===== src/rtl/mem_arbiter_if.sv =====
`default_nettype none
// ============================================================================
// Module      : mem_arbiter_if
// Description : Bundles the fetch, load/store and memory-port signals that
//               meet at mem_arbiter.
//               slave  - the arbiter's view: it takes requests from both
//                        requesters and drives the memory port.
//               master - the surrounding system's view: requesters and memory.
//               Signal groups:
//                 if_*  : instruction-fetch requester
//                 d_*   : load/store requester
//                 mem_* : shared memory port
// Revision    : 1.0 - initial release
// ============================================================================
interface mem_arbiter_if #(
    parameter int XLEN = 32
);
    // fetch requester
    logic              if_req;
    logic [XLEN-1:0]   if_addr;
    logic              if_gnt;
    logic              if_rvalid;
    logic [XLEN-1:0]   if_rdata;
    // load/store requester
    logic              d_req;
    logic              d_we;
    logic [XLEN-1:0]   d_addr;
    logic [XLEN-1:0]   d_wdata;
    logic [XLEN/8-1:0] d_wmask;
    logic              d_gnt;
    logic              d_rvalid;
    logic [XLEN-1:0]   d_rdata;
    // memory port
    logic              mem_req;
    logic              mem_we;
    logic [XLEN-1:0]   mem_addr;
    logic [XLEN-1:0]   mem_wdata;
    logic [XLEN/8-1:0] mem_wmask;
    logic              mem_gnt;
    logic              mem_rvalid;
    logic [XLEN-1:0]   mem_rdata;

    modport slave (
        input  if_req, if_addr,
        output if_gnt, if_rvalid, if_rdata,
        input  d_req, d_we, d_addr, d_wdata, d_wmask,
        output d_gnt, d_rvalid, d_rdata,
        output mem_req, mem_we, mem_addr, mem_wdata, mem_wmask,
        input  mem_gnt, mem_rvalid, mem_rdata
    );

    modport master (
        output if_req, if_addr,
        input  if_gnt, if_rvalid, if_rdata,
        output d_req, d_we, d_addr, d_wdata, d_wmask,
        input  d_gnt, d_rvalid, d_rdata,
        input  mem_req, mem_we, mem_addr, mem_wdata, mem_wmask,
        output mem_gnt, mem_rvalid, mem_rdata
    );
endinterface
`default_nettype wire


===== src/rtl/mem_arbiter.sv =====
`default_nettype none
// ============================================================================
// Module      : mem_arbiter
// Description : Shares one memory port between instruction fetch and
//               load/store. One transaction in flight at a time: grant in
//               IDLE, drive the latched payload in REQ until mem_gnt, wait for
//               mem_rvalid in RESP and route it back to the owner. Data wins
//               by default; a starvation counter forces a fetch grant after
//               MAX_DATA_BURST consecutive data grants with fetch pending.
// Ports       : clk, rst (async, active-high)
//               bus  - mem_arbiter_if.slave (fetch, load/store, memory port)
//               perf_if_grants, perf_d_grants, perf_wait_cycles
//                    - only when MEM_ARBITER_PERF_EN is defined
// Config      : `define MEM_ARBITER_PERF_EN to add the performance counters.
// Revision    : 1.0 - initial release
// ============================================================================
module mem_arbiter #(
    parameter int XLEN           = 32,
    parameter int MAX_DATA_BURST = 3
) (
    input  logic        clk,
    input  logic        rst,
`ifdef MEM_ARBITER_PERF_EN
    output logic [31:0] perf_if_grants,
    output logic [31:0] perf_d_grants,
    output logic [31:0] perf_wait_cycles,
`endif
    mem_arbiter_if.slave bus
);

    localparam logic [1:0] ST_IDLE = 2'd0;
    localparam logic [1:0] ST_REQ  = 2'd1;
    localparam logic [1:0] ST_RESP = 2'd2;

    localparam logic       OWN_IF  = 1'b0;
    localparam logic       OWN_D   = 1'b1;

    localparam logic [3:0] BURST_LIMIT = 4'(MAX_DATA_BURST);
    localparam logic [3:0] STARVE_MAX  = 4'd15;

    logic [1:0]        state;
    logic              owner;
    logic              lat_we;
    logic [XLEN-1:0]   lat_addr;
    logic [XLEN-1:0]   lat_wdata;
    logic [XLEN/8-1:0] lat_wmask;
    logic [3:0]        starve;

    logic              d_win;
    logic              if_win;
    logic              in_idle;

    // Arbitration: data wins unless fetch has waited out a full data burst.
    always_comb begin
        in_idle = (state == ST_IDLE);
        d_win   = in_idle && bus.d_req && (!bus.if_req || (starve < BURST_LIMIT));
        if_win  = in_idle && bus.if_req && !d_win;
    end

    assign bus.if_gnt    = if_win;
    assign bus.d_gnt     = d_win;

    assign bus.mem_req   = (state == ST_REQ);
    assign bus.mem_we    = (state == ST_REQ) && lat_we;
    assign bus.mem_addr  = lat_addr;
    assign bus.mem_wdata = lat_wdata;
    assign bus.mem_wmask = lat_wmask;

    // Responses are only routed in RESP; stray mem_rvalid elsewhere is dropped.
    assign bus.if_rvalid = (state == ST_RESP) && bus.mem_rvalid && (owner == OWN_IF);
    assign bus.d_rvalid  = (state == ST_RESP) && bus.mem_rvalid && (owner == OWN_D);
    assign bus.if_rdata  = bus.mem_rdata;
    assign bus.d_rdata   = bus.mem_rdata;

    always_ff @(posedge clk or posedge rst) begin
        if (rst) begin
            state     <= ST_IDLE;
            owner     <= OWN_IF;
            lat_we    <= 1'b0;
            lat_addr  <= '0;
            lat_wdata <= '0;
            lat_wmask <= '0;
            starve    <= 4'd0;
        end else begin
            case (state)
                ST_IDLE: begin
                    if (d_win) begin
                        owner     <= OWN_D;
                        lat_we    <= bus.d_we;
                        lat_addr  <= bus.d_addr;
                        lat_wdata <= bus.d_wdata;
                        // loads never carry byte enables onto the memory port
                        lat_wmask <= bus.d_we ? bus.d_wmask : '0;
                        state     <= ST_REQ;
                        if (bus.if_req) begin
                            if (starve != STARVE_MAX) begin
                                starve <= starve + 4'd1;
                            end
                        end else begin
                            starve <= 4'd0;
                        end
                    end else if (if_win) begin
                        owner     <= OWN_IF;
                        lat_we    <= 1'b0;
                        lat_addr  <= bus.if_addr;
                        lat_wdata <= '0;
                        lat_wmask <= '0;
                        starve    <= 4'd0;
                        state     <= ST_REQ;
                    end
                end
                ST_REQ: begin
                    if (bus.mem_gnt) begin
                        state <= ST_RESP;
                    end
                end
                ST_RESP: begin
                    if (bus.mem_rvalid) begin
                        state <= ST_IDLE;
                    end
                end
                default: begin
                    state <= ST_IDLE;
                end
            endcase
        end
    end

`ifdef MEM_ARBITER_PERF_EN
    // Free-running wrap-around event counters.
    always_ff @(posedge clk or posedge rst) begin
        if (rst) begin
            perf_if_grants   <= 32'd0;
            perf_d_grants    <= 32'd0;
            perf_wait_cycles <= 32'd0;
        end else begin
            if (if_win) begin
                perf_if_grants <= perf_if_grants + 32'd1;
            end
            if (d_win) begin
                perf_d_grants <= perf_d_grants + 32'd1;
            end
            if ((bus.if_req || bus.d_req) && !(if_win || d_win)) begin
                perf_wait_cycles <= perf_wait_cycles + 32'd1;
            end
        end
    end
`else
    // Performance counters are not built in this configuration.
`endif

endmodule
`default_nettype wire


===== src/flat_wrapper.sv =====
// flat-port wrapper written by rule: the top's interface ports become plain ports
module mem_arbiter_flat 
#(
    parameter int XLEN           = 32,
    parameter int MAX_DATA_BURST = 3
)
  (clk, rst, bus_if_req, bus_if_addr, bus_if_gnt, bus_if_rvalid, bus_if_rdata, bus_d_req, bus_d_we, bus_d_addr, bus_d_wdata, bus_d_wmask, bus_d_gnt, bus_d_rvalid, bus_d_rdata, bus_mem_req, bus_mem_we, bus_mem_addr, bus_mem_wdata, bus_mem_wmask, bus_mem_gnt, bus_mem_rvalid, bus_mem_rdata);
  mem_arbiter_if #(.XLEN(XLEN)) bus_i ();
  input  logic clk;
  input  logic rst;
  input wire logic [$bits(bus_i.if_req)-1:0] bus_if_req;
  input wire logic [$bits(bus_i.if_addr)-1:0] bus_if_addr;
  output wire logic [$bits(bus_i.if_gnt)-1:0] bus_if_gnt;
  output wire logic [$bits(bus_i.if_rvalid)-1:0] bus_if_rvalid;
  output wire logic [$bits(bus_i.if_rdata)-1:0] bus_if_rdata;
  input wire logic [$bits(bus_i.d_req)-1:0] bus_d_req;
  input wire logic [$bits(bus_i.d_we)-1:0] bus_d_we;
  input wire logic [$bits(bus_i.d_addr)-1:0] bus_d_addr;
  input wire logic [$bits(bus_i.d_wdata)-1:0] bus_d_wdata;
  input wire logic [$bits(bus_i.d_wmask)-1:0] bus_d_wmask;
  output wire logic [$bits(bus_i.d_gnt)-1:0] bus_d_gnt;
  output wire logic [$bits(bus_i.d_rvalid)-1:0] bus_d_rvalid;
  output wire logic [$bits(bus_i.d_rdata)-1:0] bus_d_rdata;
  output wire logic [$bits(bus_i.mem_req)-1:0] bus_mem_req;
  output wire logic [$bits(bus_i.mem_we)-1:0] bus_mem_we;
  output wire logic [$bits(bus_i.mem_addr)-1:0] bus_mem_addr;
  output wire logic [$bits(bus_i.mem_wdata)-1:0] bus_mem_wdata;
  output wire logic [$bits(bus_i.mem_wmask)-1:0] bus_mem_wmask;
  input wire logic [$bits(bus_i.mem_gnt)-1:0] bus_mem_gnt;
  input wire logic [$bits(bus_i.mem_rvalid)-1:0] bus_mem_rvalid;
  input wire logic [$bits(bus_i.mem_rdata)-1:0] bus_mem_rdata;
  assign bus_i.if_req = bus_if_req;
  assign bus_i.if_addr = bus_if_addr;
  assign bus_if_gnt = bus_i.if_gnt;
  assign bus_if_rvalid = bus_i.if_rvalid;
  assign bus_if_rdata = bus_i.if_rdata;
  assign bus_i.d_req = bus_d_req;
  assign bus_i.d_we = bus_d_we;
  assign bus_i.d_addr = bus_d_addr;
  assign bus_i.d_wdata = bus_d_wdata;
  assign bus_i.d_wmask = bus_d_wmask;
  assign bus_d_gnt = bus_i.d_gnt;
  assign bus_d_rvalid = bus_i.d_rvalid;
  assign bus_d_rdata = bus_i.d_rdata;
  assign bus_mem_req = bus_i.mem_req;
  assign bus_mem_we = bus_i.mem_we;
  assign bus_mem_addr = bus_i.mem_addr;
  assign bus_mem_wdata = bus_i.mem_wdata;
  assign bus_mem_wmask = bus_i.mem_wmask;
  assign bus_i.mem_gnt = bus_mem_gnt;
  assign bus_i.mem_rvalid = bus_mem_rvalid;
  assign bus_i.mem_rdata = bus_mem_rdata;
  mem_arbiter #(.XLEN(XLEN), .MAX_DATA_BURST(MAX_DATA_BURST)) u_core (.clk(clk), .rst(rst), .bus(bus_i));
endmodule

===== config.mk =====
export PLATFORM = sky130hd
export DESIGN_NAME = mem_arbiter_flat
export DESIGN_NICKNAME = d
export VERILOG_FILES = /design/src/rtl/mem_arbiter_if.sv /design/src/rtl/mem_arbiter.sv /design/src/flat_wrapper.sv
export SDC_FILE = /design/constraint.sdc
export NUM_CORES = 1
export LEC_CHECK = 0
export CORE_ASPECT_RATIO = 2
export CORE_MARGIN = 2
export CORE_UTILIZATION = 41
export CTS_CLUSTER_SIZE = 28
export DETAILED_ROUTE_END_ITERATION = 8
export PLACE_DENSITY = 0.91
export SLEW_MARGIN = 20
export SYNTH_ARGS = -nofsm -noshare
export SYNTH_HDL_FRONTEND = slang
export SYNTH_SLANG_ARGS = --single-unit

===== constraint.sdc =====
create_clock -name clk -period 4.6 [get_ports clk]
set_input_delay 0.92 -clock clk [delete_from_list [all_inputs] [get_ports clk]]
set_output_delay 0.92 -clock clk [all_outputs]
set_load 0.02 [all_outputs]

== Word level (Yosys, flattened, before mapping) ==
Index checks and enable logic that the tools add are counted.

* Flip-flop bits (word level): 76
* Input port bits: 139
* Output and inout port bits: 138
* Logic and storage cells: 51

* Add/subtract/negate cells: 1
* $lt $le $gt $ge: 1
* Equal/unequal tests: 7
* Mux-type cells: 18
* Bitwise operators: 1
* Reductions and logical operators: 16

{| class="wikitable"
|+ Operator list
! cell !! count
|-
| $mux 32 || 4
|-
| $mux 4 || 6
|-
| $logic_and 1x1->1 || 8
|-
| $mux 2 || 4
|-
| $pmux 2 s3 || 1
|-
| $reduce_and 3->1 || 2
|-
| $add 4x1->4 const B || 1
|-
| $lt 4x2->1 const B || 1
|-
| $ne 4x4->1 const B || 1
|-
| $mux 1 || 3
|-
| $ne 3x2->1 const B || 1
|-
| $ne 3x3->1 const B || 1
|-
| $eq 2x1->1 const B || 1
|-
| $eq 2x2->1 const B || 1
|-
| $logic_not 1->1 || 2
|-
| $logic_not 2->1 || 1
|-
| $ne 2x1->1 const B || 1
|-
| $ne 2x2->1 const B || 1
|-
| $reduce_and 2->1 || 1
|-
| $reduce_bool 2->1 || 1
|-
| $logic_or 1x1->1 || 1
|-
| $not 1->1 || 1
|}

== Longest topological paths before layout ==
Gate-level depths: netlist of the first run.

* Word-level depth: 8
* Depth in mapped cells: 6
* Gate-level depth less buffers: 4

== Worst setup path after synthesis of the first run ==
OpenSTA, ideal clock, no wires.

* Path kind: input to output
* Start point: input port bus_if_req
* End point: output port bus_if_gnt
* Arrival time: 1,912 ps
* Required time: 3,680 ps
* Slack: 1,768 ps
* Stages on the path: 4
* Buffers on the path: 2
* Path through: or3b_1 -> clkbuf_1 -> buf_2 -> a21oi_1

* Longest elaborated chain between the ends: 5
* Elaborated cells between the ends (all ways): 6
* Classes of those cells: 6 x reduce/logical

{| class="wikitable"
|+ Ends and longest elaborated chain
! element !! RTL line !! source
|-
| start, declared || flat_wrapper.sv:11 || <nowiki>input wire logic [$bits(bus_i.if_req)-1:0] bus_if_req;</nowiki>
|-
| $logic_not 1->1 || mem_arbiter.sv:56 || <nowiki>d_win = in_idle && bus.d_req && (!bus.if_req || (starve < BURST_LIMIT));</nowiki>
|-
| $logic_or 1x1->1 || mem_arbiter.sv:56 ||
|-
| $logic_and 1x1->1 || mem_arbiter.sv:56 ||
|-
| $logic_not 1->1 || mem_arbiter.sv:57 || <nowiki>if_win = in_idle && bus.if_req && !d_win;</nowiki>
|-
| $logic_and 1x1->1 (*) || mem_arbiter.sv:57 ||
|-
| end, declared || flat_wrapper.sv:13 || <nowiki>output wire logic [$bits(bus_i.if_gnt)-1:0] bus_if_gnt;</nowiki>
|}

Mark *: on every way between the ends. The rest lies on a longest branch, timed or not.

== Final worst setup path of the first run ==
* Start point: register u_core.starve[0]
* End point: output port bus_if_gnt

* Longest elaborated chain between the ends: 5

{| class="wikitable"
|+ Ends and longest elaborated chain
! element !! RTL line !! source
|-
| start, declared || mem_arbiter.sv:47 || <nowiki>logic [3:0] starve;</nowiki>
|-
| start signal, assigned || mem_arbiter.sv:97 || <nowiki>starve <= starve + 4'd1;</nowiki>
|-
| $lt 4x2->1 || mem_arbiter.sv:56 ||
|-
| $logic_or 1x1->1 || mem_arbiter.sv:56 ||
|-
| $logic_and 1x1->1 || mem_arbiter.sv:56 ||
|-
| $logic_not 1->1 || mem_arbiter.sv:57 ||
|-
| $logic_and 1x1->1 || mem_arbiter.sv:57 ||
|}

Every way passes these cells.

==> results.sh, run 1 <==
export IMPL_p_leak_nw=2.386
export IMPL_ios=277
export IMPL_htree_levels=3
export IMPL_die_y_um=152.9
export IMPL_synth_fp_nets=617
export IMPL_worst_ep_arrival_time_ns=2.47
export IMPL_synth_avg_cell_area_um2=9.524
export IMPL_crit_slowest_cell="clkdlybuf4s50_1"
export IMPL_cp_end_kind="primary output"
export IMPL_grt_pass1_wl_um=22160
export IMPL_synth_seq_cells=76
export IMPL_final_hold_violation_count=0
export IMPL_drv_cap=0
export IMPL_final_setup_tns_ns=0
export IMPL_cts_hold_fix_buffers=0
export IMPL_yosys_warnings=0
export IMPL_path_cells="ha_1 > or3_1 > buf_4 > nand2_1 > a21oi_1 > clkdlybuf4s50_1"
export IMPL_viasPerCell=5.892
export IMPL_antenna_found_initial=1
export IMPL_fin_worst_skew_ns=0.01013
export IMPL_clkLatencyLatePin_ns=0.33
export IMPL_synthTopCellsByArea="dfrtp_1 42%, buf_4 11%, nor3b_1 11%"
export IMPL_cellPowerDensity_mw_per_mm2=638.3
export IMPL_final_hold_worst_slack_ns=0.4945
export IMPL_num_vias=4189
export IMPL_cts_setup_buffers=0
export IMPL_syn_area_mm2=0.004543
export IMPL_rows=54
export IMPL_final_layout_size_suffix_gt1_share_pct=5.604
export IMPL_max_freq_ghz=0.2946
export IMPL_postRouteAntennaNets=0
export IMPL_track_usage_pct=23.65
export IMPL_drt_iter0_markers=318
export IMPL_vdd_drop_max_mv=0.4221
export IMPL_rsz0062_at_grt="no"
export IMPL_finalCriticalPeriod_ns=3.395
export IMPL_fillers=933
export IMPL_root_buffer="clkbuf_16"
export IMPL_cts_resized_gates=0
export IMPL_routed_wl_um=14230
export IMPL_clk_pin_slew_worst_paths_ns=0.06
export IMPL_core_mm2=0.01088
export IMPL_slew_headroom_pct=47.57
export IMPL_final_cell_mix="178 x clkdlybuf4s50_1, 76 x dfrtp_1, 65 x nor3_1, 65 x nor3b_1, 34 x a22o_1"
export IMPL_gr_total_overflow=0
export IMPL_critical_path_max_stage_delay_ns=0.60
export IMPL_layout_commonest_cell="clkdlybuf4s50_1"
export IMPL_synth_top_cell_by_area="dfrtp_1"
export IMPL_finalNetCount=707
export IMPL_setup_viol=0
export IMPL_finalWeightedCongestion=0.8006
export IMPL_crit_fanout=33
export IMPL_drc_errors=0
export IMPL_wire_per_inst_um=20.01
export IMPL_period_share_pct=73.80
export IMPL_cts_made_buffers=9
export IMPL_io_buffers=180
export IMPL_hpwl_um=10180
export IMPL_cts_sinks=76
export IMPL_required_ns=3.68
export IMPL_drt_pass1_iter_count=4
export IMPL_initial_core_util_pct=41.76
export IMPL_tightest_slew_ns=0.7855
export IMPL_grt_max_degree=67
export IMPL_synth_cells=477
export IMPL_die_area_mm2=0.01199
export IMPL_fp_dieW_um=78.44
export IMPL_ctsLongestPathBuffers=2
export IMPL_status="completed"
export IMPL_grt_pass1_vias=4506
export IMPL_setup_worst_path_start_class="register"
export IMPL_hold_class="reg -> reg"
export IMPL_area_growth_pct=37.48
export IMPL_diodes=0
export IMPL_seq_area_frac_synth_pct=41.86
export IMPL_finalMaxSlewViolations=0
export IMPL_yosysUniqueCellTypes=27
export IMPL_cts_tree="built"
export IMPL_critical_path_class="reg -> out"
export IMPL_yosys_area_top_type_share_pct=41.86
[synthesized netlist by cell type (all sizes together)]
| master | count |
|---|---|
| buf | 91 |
| dfrtp | 76 |
| nor3 | 66 |
| nor3b | 65 |
| a21oi | 34 |
| a22o | 34 |
| nor4 | 32 |
| o21a | 32 |
| clkbuf | 21 |
| a32o | 5 |
| nand2 | 4 |
| and2 | 3 |
| inv | 2 |
| nor2b | 2 |
| o21ai | 2 |
| or3b | 2 |
| a21o | 1 |
| ha | 1 |
| nand2b | 1 |
| nor2 | 1 |
| or2 | 1 |
| or3 | 1 |
[cells by family after synthesis]
group / synth area share, %
simple gates: 24.43
fa+ha+maj: 0.2754
buf+inv: 16.11
flops: 41.86
compound gates: 17.32
[worst max-delay path: cells and delay by family, from the launching register on]
kind | cells | cell delay (ns)
AOI/OAI and AO/OA | 1 | 0.07
adders and majority gates | 1 | 0.25
buffers and inverters | 2 | 0.89
DFF | 1 | 0.40
and+or+nand+nor | 2 | 0.53
[path summary, 6_finish.rpt]
check / slack [ns] / endpoint / cells past startpoint / from
max: 1.21 / bus_if_gnt / 6 / u_core.starve[0]
min: 0.49 / u_core.bus.mem_wmask[3] / 1 / u_core.bus.mem_wmask[3]
max reg2reg: 2.57 / u_core.bus.mem_addr[23] / 4 / u_core.state[0]
min reg2reg: 0.49 / u_core.bus.mem_wmask[3] / 1 / u_core.bus.mem_wmask[3]
max in group asynchronous: 2.65 / u_core.bus.mem_wdata[5] / 3 / rst
min in group asynchronous: 1.03 / u_core.bus.mem_wdata[16] / 2 / rst
[flip-flops by register name, summed over array words and instances (netlist names)]
signal / cells
u_core.lat_we: 1
u_core.owner: 1
u_core.state: 2
u_core.bus.mem_wmask: 4
u_core.starve: 4
u_core.bus.mem_addr: 32
u_core.bus.mem_wdata: 32
[final cells by class]
class | instances | area (um^2) | area share, %
Timing Repair Buffer | 191 | 1874 | 30.01
Multi-Input combinational cell | 287 | 1923 | 30.79
Clock buffer | 9 | 225.2 | 3.606
Sequential cell | 76 | 1902 | 30.45
Tap cell | 140 | 175.2 | 2.804
Inverter | 2 | 8.758 | 0.1402
Clock inverter | 6 | 137.6 | 2.204
[metrics by stage]
stage               utilization [%]  instance area, um^2  cells  setup slack, ns  power, W
CTS                           57.42                 6246    711            1.192  0.004024
global route                  57.42                 6246    711            1.121  0.004204
finish                        57.42                 6246    711            1.205  0.003987
global placement              54.08                 5883    696            1.354  0.003074
detailed placement            54.08                 5883    696            1.340  0.003144
floorplan                         -                 4543    477            1.742  0.002348
[power breakdown]
part           internal [W]  total, W  switching (W)  leakage [nW]
registers          0.000974   0.00117       0.000200         0.928
clock network      0.000584  0.000855       0.000272         0.176
logic              0.000925   0.00196        0.00103          1.28
[layer usage]
metal | routed length [um] | vias up | track usage, % | share of wire [%]
met5 | 13 | - | 0 | 0.091
li1 | - | 1861 | - | -
met2 | 7323 | 204 | 41.30 | 51
met3 | 1019 | 116 | 6.080 | 7.2
met4 | 1233 | 2 | 20.30 | 8.7
met1 | 4639 | 2006 | 22.21 | 33
No activity file was read; power rests on OpenSTA's default activity.
==> run 2, diff against run 1 <==
--- a/config.mk
+++ b/config.mk
@@ -7,10 +7,10 @@
 export LEC_CHECK = 0
 export CORE_ASPECT_RATIO = 2
 export CORE_MARGIN = 2
-export CORE_UTILIZATION = 41
+export CORE_UTILIZATION = 34
 export CTS_CLUSTER_SIZE = 28
 export DETAILED_ROUTE_END_ITERATION = 8
-export PLACE_DENSITY = 0.91
+export PLACE_DENSITY = 0.81
 export SLEW_MARGIN = 20
 export SYNTH_ARGS = -nofsm -noshare
 export SYNTH_HDL_FRONTEND = slang
==> constraint.sdc (replaced) <==
create_clock -name clk -period 2.9 [get_ports clk]
set_input_delay 0.58 -clock clk [delete_from_list [all_inputs] [get_ports clk]]
set_output_delay 0.58 -clock clk [all_outputs]
set_load 0.02 [all_outputs]
==> run 2 against run 1 <==
Effect of this change:
- the flow now finishes with violations (design-rule violations)
- core utilization fell by 9.6 points
- clock-buffer cell count did not move
- worst hold slack got worse by 0.0034 ns
- die area rose by 20%
- sequential power rose by 59%
- cell area barely moved
- via count rose by 1.1%
- flip-flop and latch count did not move
- critical endpoint is now bus_d_gnt
- highest routed layer is now met4
==> results.sh, run 2 (synthesis results as in run 1) <==
export IMPL_status="complete, but fails checks"
export IMPL_violations="design-rule violations"
export IMPL_cts_made_buffers=9
export IMPL_ctsLongestPathBuffers=2
export IMPL_ios=277
export IMPL_fin_worst_skew_ns=0.01083
export IMPL_grt_max_degree=66
export IMPL_die_area_mm2=0.01436
export IMPL_crit_family="simple AND/OR/NAND/NOR gates"
export IMPL_htree_levels=3
export IMPL_final_hold_worst_slack_ns=0.4911
export IMPL_clkLatencyLatePin_ns=0.34
export IMPL_p_leak_nw=2.392
export IMPL_finalCriticalPeriod_ns=2.630
export IMPL_slew_headroom_pct=58.96
export IMPL_wire_per_inst_um=20.64
export IMPL_drt_iter0_markers=273
export IMPL_tightest_slew_ns=0.6156
export IMPL_critical_path_max_stage_delay_ns=0.48
export IMPL_cts_hold_fix_buffers=0
export IMPL_antenna_found_initial=0
export IMPL_hpwl_um=10510
export IMPL_core_mm2=0.01307
export IMPL_setup_viol=0
export IMPL_finalWeightedCongestion=0.7819
export IMPL_viasPerCell=5.831
export IMPL_layout_commonest_cell="clkdlybuf4s50_1"
export IMPL_max_freq_ghz=0.3803
export IMPL_vdd_drop_max_mv=0.4953
export IMPL_cts_setup_buffers=0
export IMPL_track_usage_pct=20.05
export IMPL_hold_class="reg -> reg"
export IMPL_period_share_pct=90.68
export IMPL_gr_total_overflow=0
export IMPL_postRouteAntennaNets=0
export IMPL_finalMaxSlewViolations=0
export IMPL_cts_tree="built"
export IMPL_grt_pass1_wl_um=22620
export IMPL_drv_cap=0
export IMPL_io_buffers=180
export IMPL_die_y_um=167.5
export IMPL_final_hold_violation_count=0
export IMPL_area_growth_pct=37.46
export IMPL_required_ns=2.32
export IMPL_final_cell_mix="176 x clkdlybuf4s50_1, 76 x dfrtp_1, 65 x nor3_1, 65 x nor3b_1, 34 x a22o_1"
export IMPL_diodes=0
export IMPL_crit_fanout=5
export IMPL_root_buffer="clkbuf_16"
export IMPL_worst_ep_arrival_time_ns=2.05
export IMPL_num_vias=4233
export IMPL_final_layout_size_suffix_gt1_share_pct=6.098
export IMPL_rsz0062_at_grt="no"
export IMPL_clk_pin_slew_worst_paths_ns=0.06
export IMPL_grt_pass1_vias=4505
export IMPL_setup_worst_path_start_class="register"
export IMPL_final_setup_tns_ns=0
export IMPL_drc_errors=30
export IMPL_cts_sinks=76
export IMPL_path_buf_inv=1
export IMPL_cellPowerDensity_mw_per_mm2=985.4
export IMPL_critical_path_class="reg -> out"
export IMPL_cp_end_kind="primary output"
export IMPL_path_cells="ha_1 > or3_1 > a21oi_4 > dlygate4sd2_1"
export IMPL_finalNetCount=709
export IMPL_routed_wl_um=14990
export IMPL_initial_core_util_pct=34.77
export IMPL_fp_dieW_um=85.74
export IMPL_crit_slowest_cell="or3_1"
export IMPL_rows=59
export IMPL_drt_pass1_iter_count=9
==> run 2: changes by cell type in the layout (fill, tap and decap cells not counted), moves of 2 or more <==
cell and delta:
clkinv_2 +3, clkdlybuf4s50_1 -2, clkinvlp_4 +3, clkinv_4 -2
bufinv_16 -3, buf_12 +3
==> run 2: stage by stage <==
stage	instances	total power (W)	setup WS (ns)	instance area, um^2	util (%)
final	726	0.006154	0.2704	6245	47.79
after global routing	726	0.006488	0.1963	6245	47.79
after CTS	726	0.006212	0.02535	6242	47.77
after detailed placement	710	0.005065	0.2838	5951	45.54
after global placement	710	0.004968	0.2888	5951	45.54
after floorplan	477	0.003725	0.3817	4543	-
==> run 2: worst paths after layout <==
| check | from | endpoint | slack (ns) | cells after the start |
|---|---|---|---|---|
| worst max register to register | u_core.starve[0] | u_core.bus.mem_wmask[1] | 0.86 | 5 |
| min in group asynchronous | rst | u_core.bus.mem_addr[2] | 0.63 | 2 |
| max in group asynchronous | rst | u_core.bus.mem_wdata[2] | 1.62 | 3 |
| worst max-delay path | u_core.starve[0] | bus_d_gnt | 0.27 | 4 |
| worst min register to register | u_core.bus.mem_wmask[0] | u_core.bus.mem_wmask[0] | 0.49 | 1 |
| worst min-delay path | u_core.bus.mem_wmask[0] | u_core.bus.mem_wmask[0] | 0.49 | 1 |
==> run 2: routing by layer <==
layer | part of all wire (%) | GRT usage [%] | vias to the layer above | wire length (um)
met5 | 0 | 0 | - | 0
li1 | - | - | 1870 | -
met4 | 5.9 | 14.63 | 0 | 891
met2 | 52 | 35.94 | 238 | 7828
met3 | 8.2 | 4.879 | 85 | 1229
met1 | 34 | 19.24 | 2040 | 5037
==> run 2: what timing repair did <==
action                                 4_1_cts  5_1_grt
setup endpoints to repair                    1        1
gates resized for setup                      1        1
endpoints found under the hold margin        0        0
==> run 2: worst reg2reg max path: cells and delay by family, from the launching register on <==
kind            cells  cell delay [ns]
simple gates        1             0.48
compound gates      2             0.44
flops               1             0.40
buf+inv             1             0.40
fa+ha+maj           1             0.25
==> run 2: power by group <==
group,switching [W],total [W],internal (W)
clock network,0.000453,0.00111,0.000662
logic,0.00168,0.00318,0.00150
registers,0.000312,0.00186,0.00155
==> run 2: cell type report <==
cell class	instances	area, um^2
Sequential cell	76	1902
Fill cell	1232	6822
Timing Repair Buffer	193	1928
Clock buffer	9	225.2
Inverter	2	8.758
Tap cell	152	190.2
Clock inverter	7	67.56
Multi-Input combinational cell	287	1923
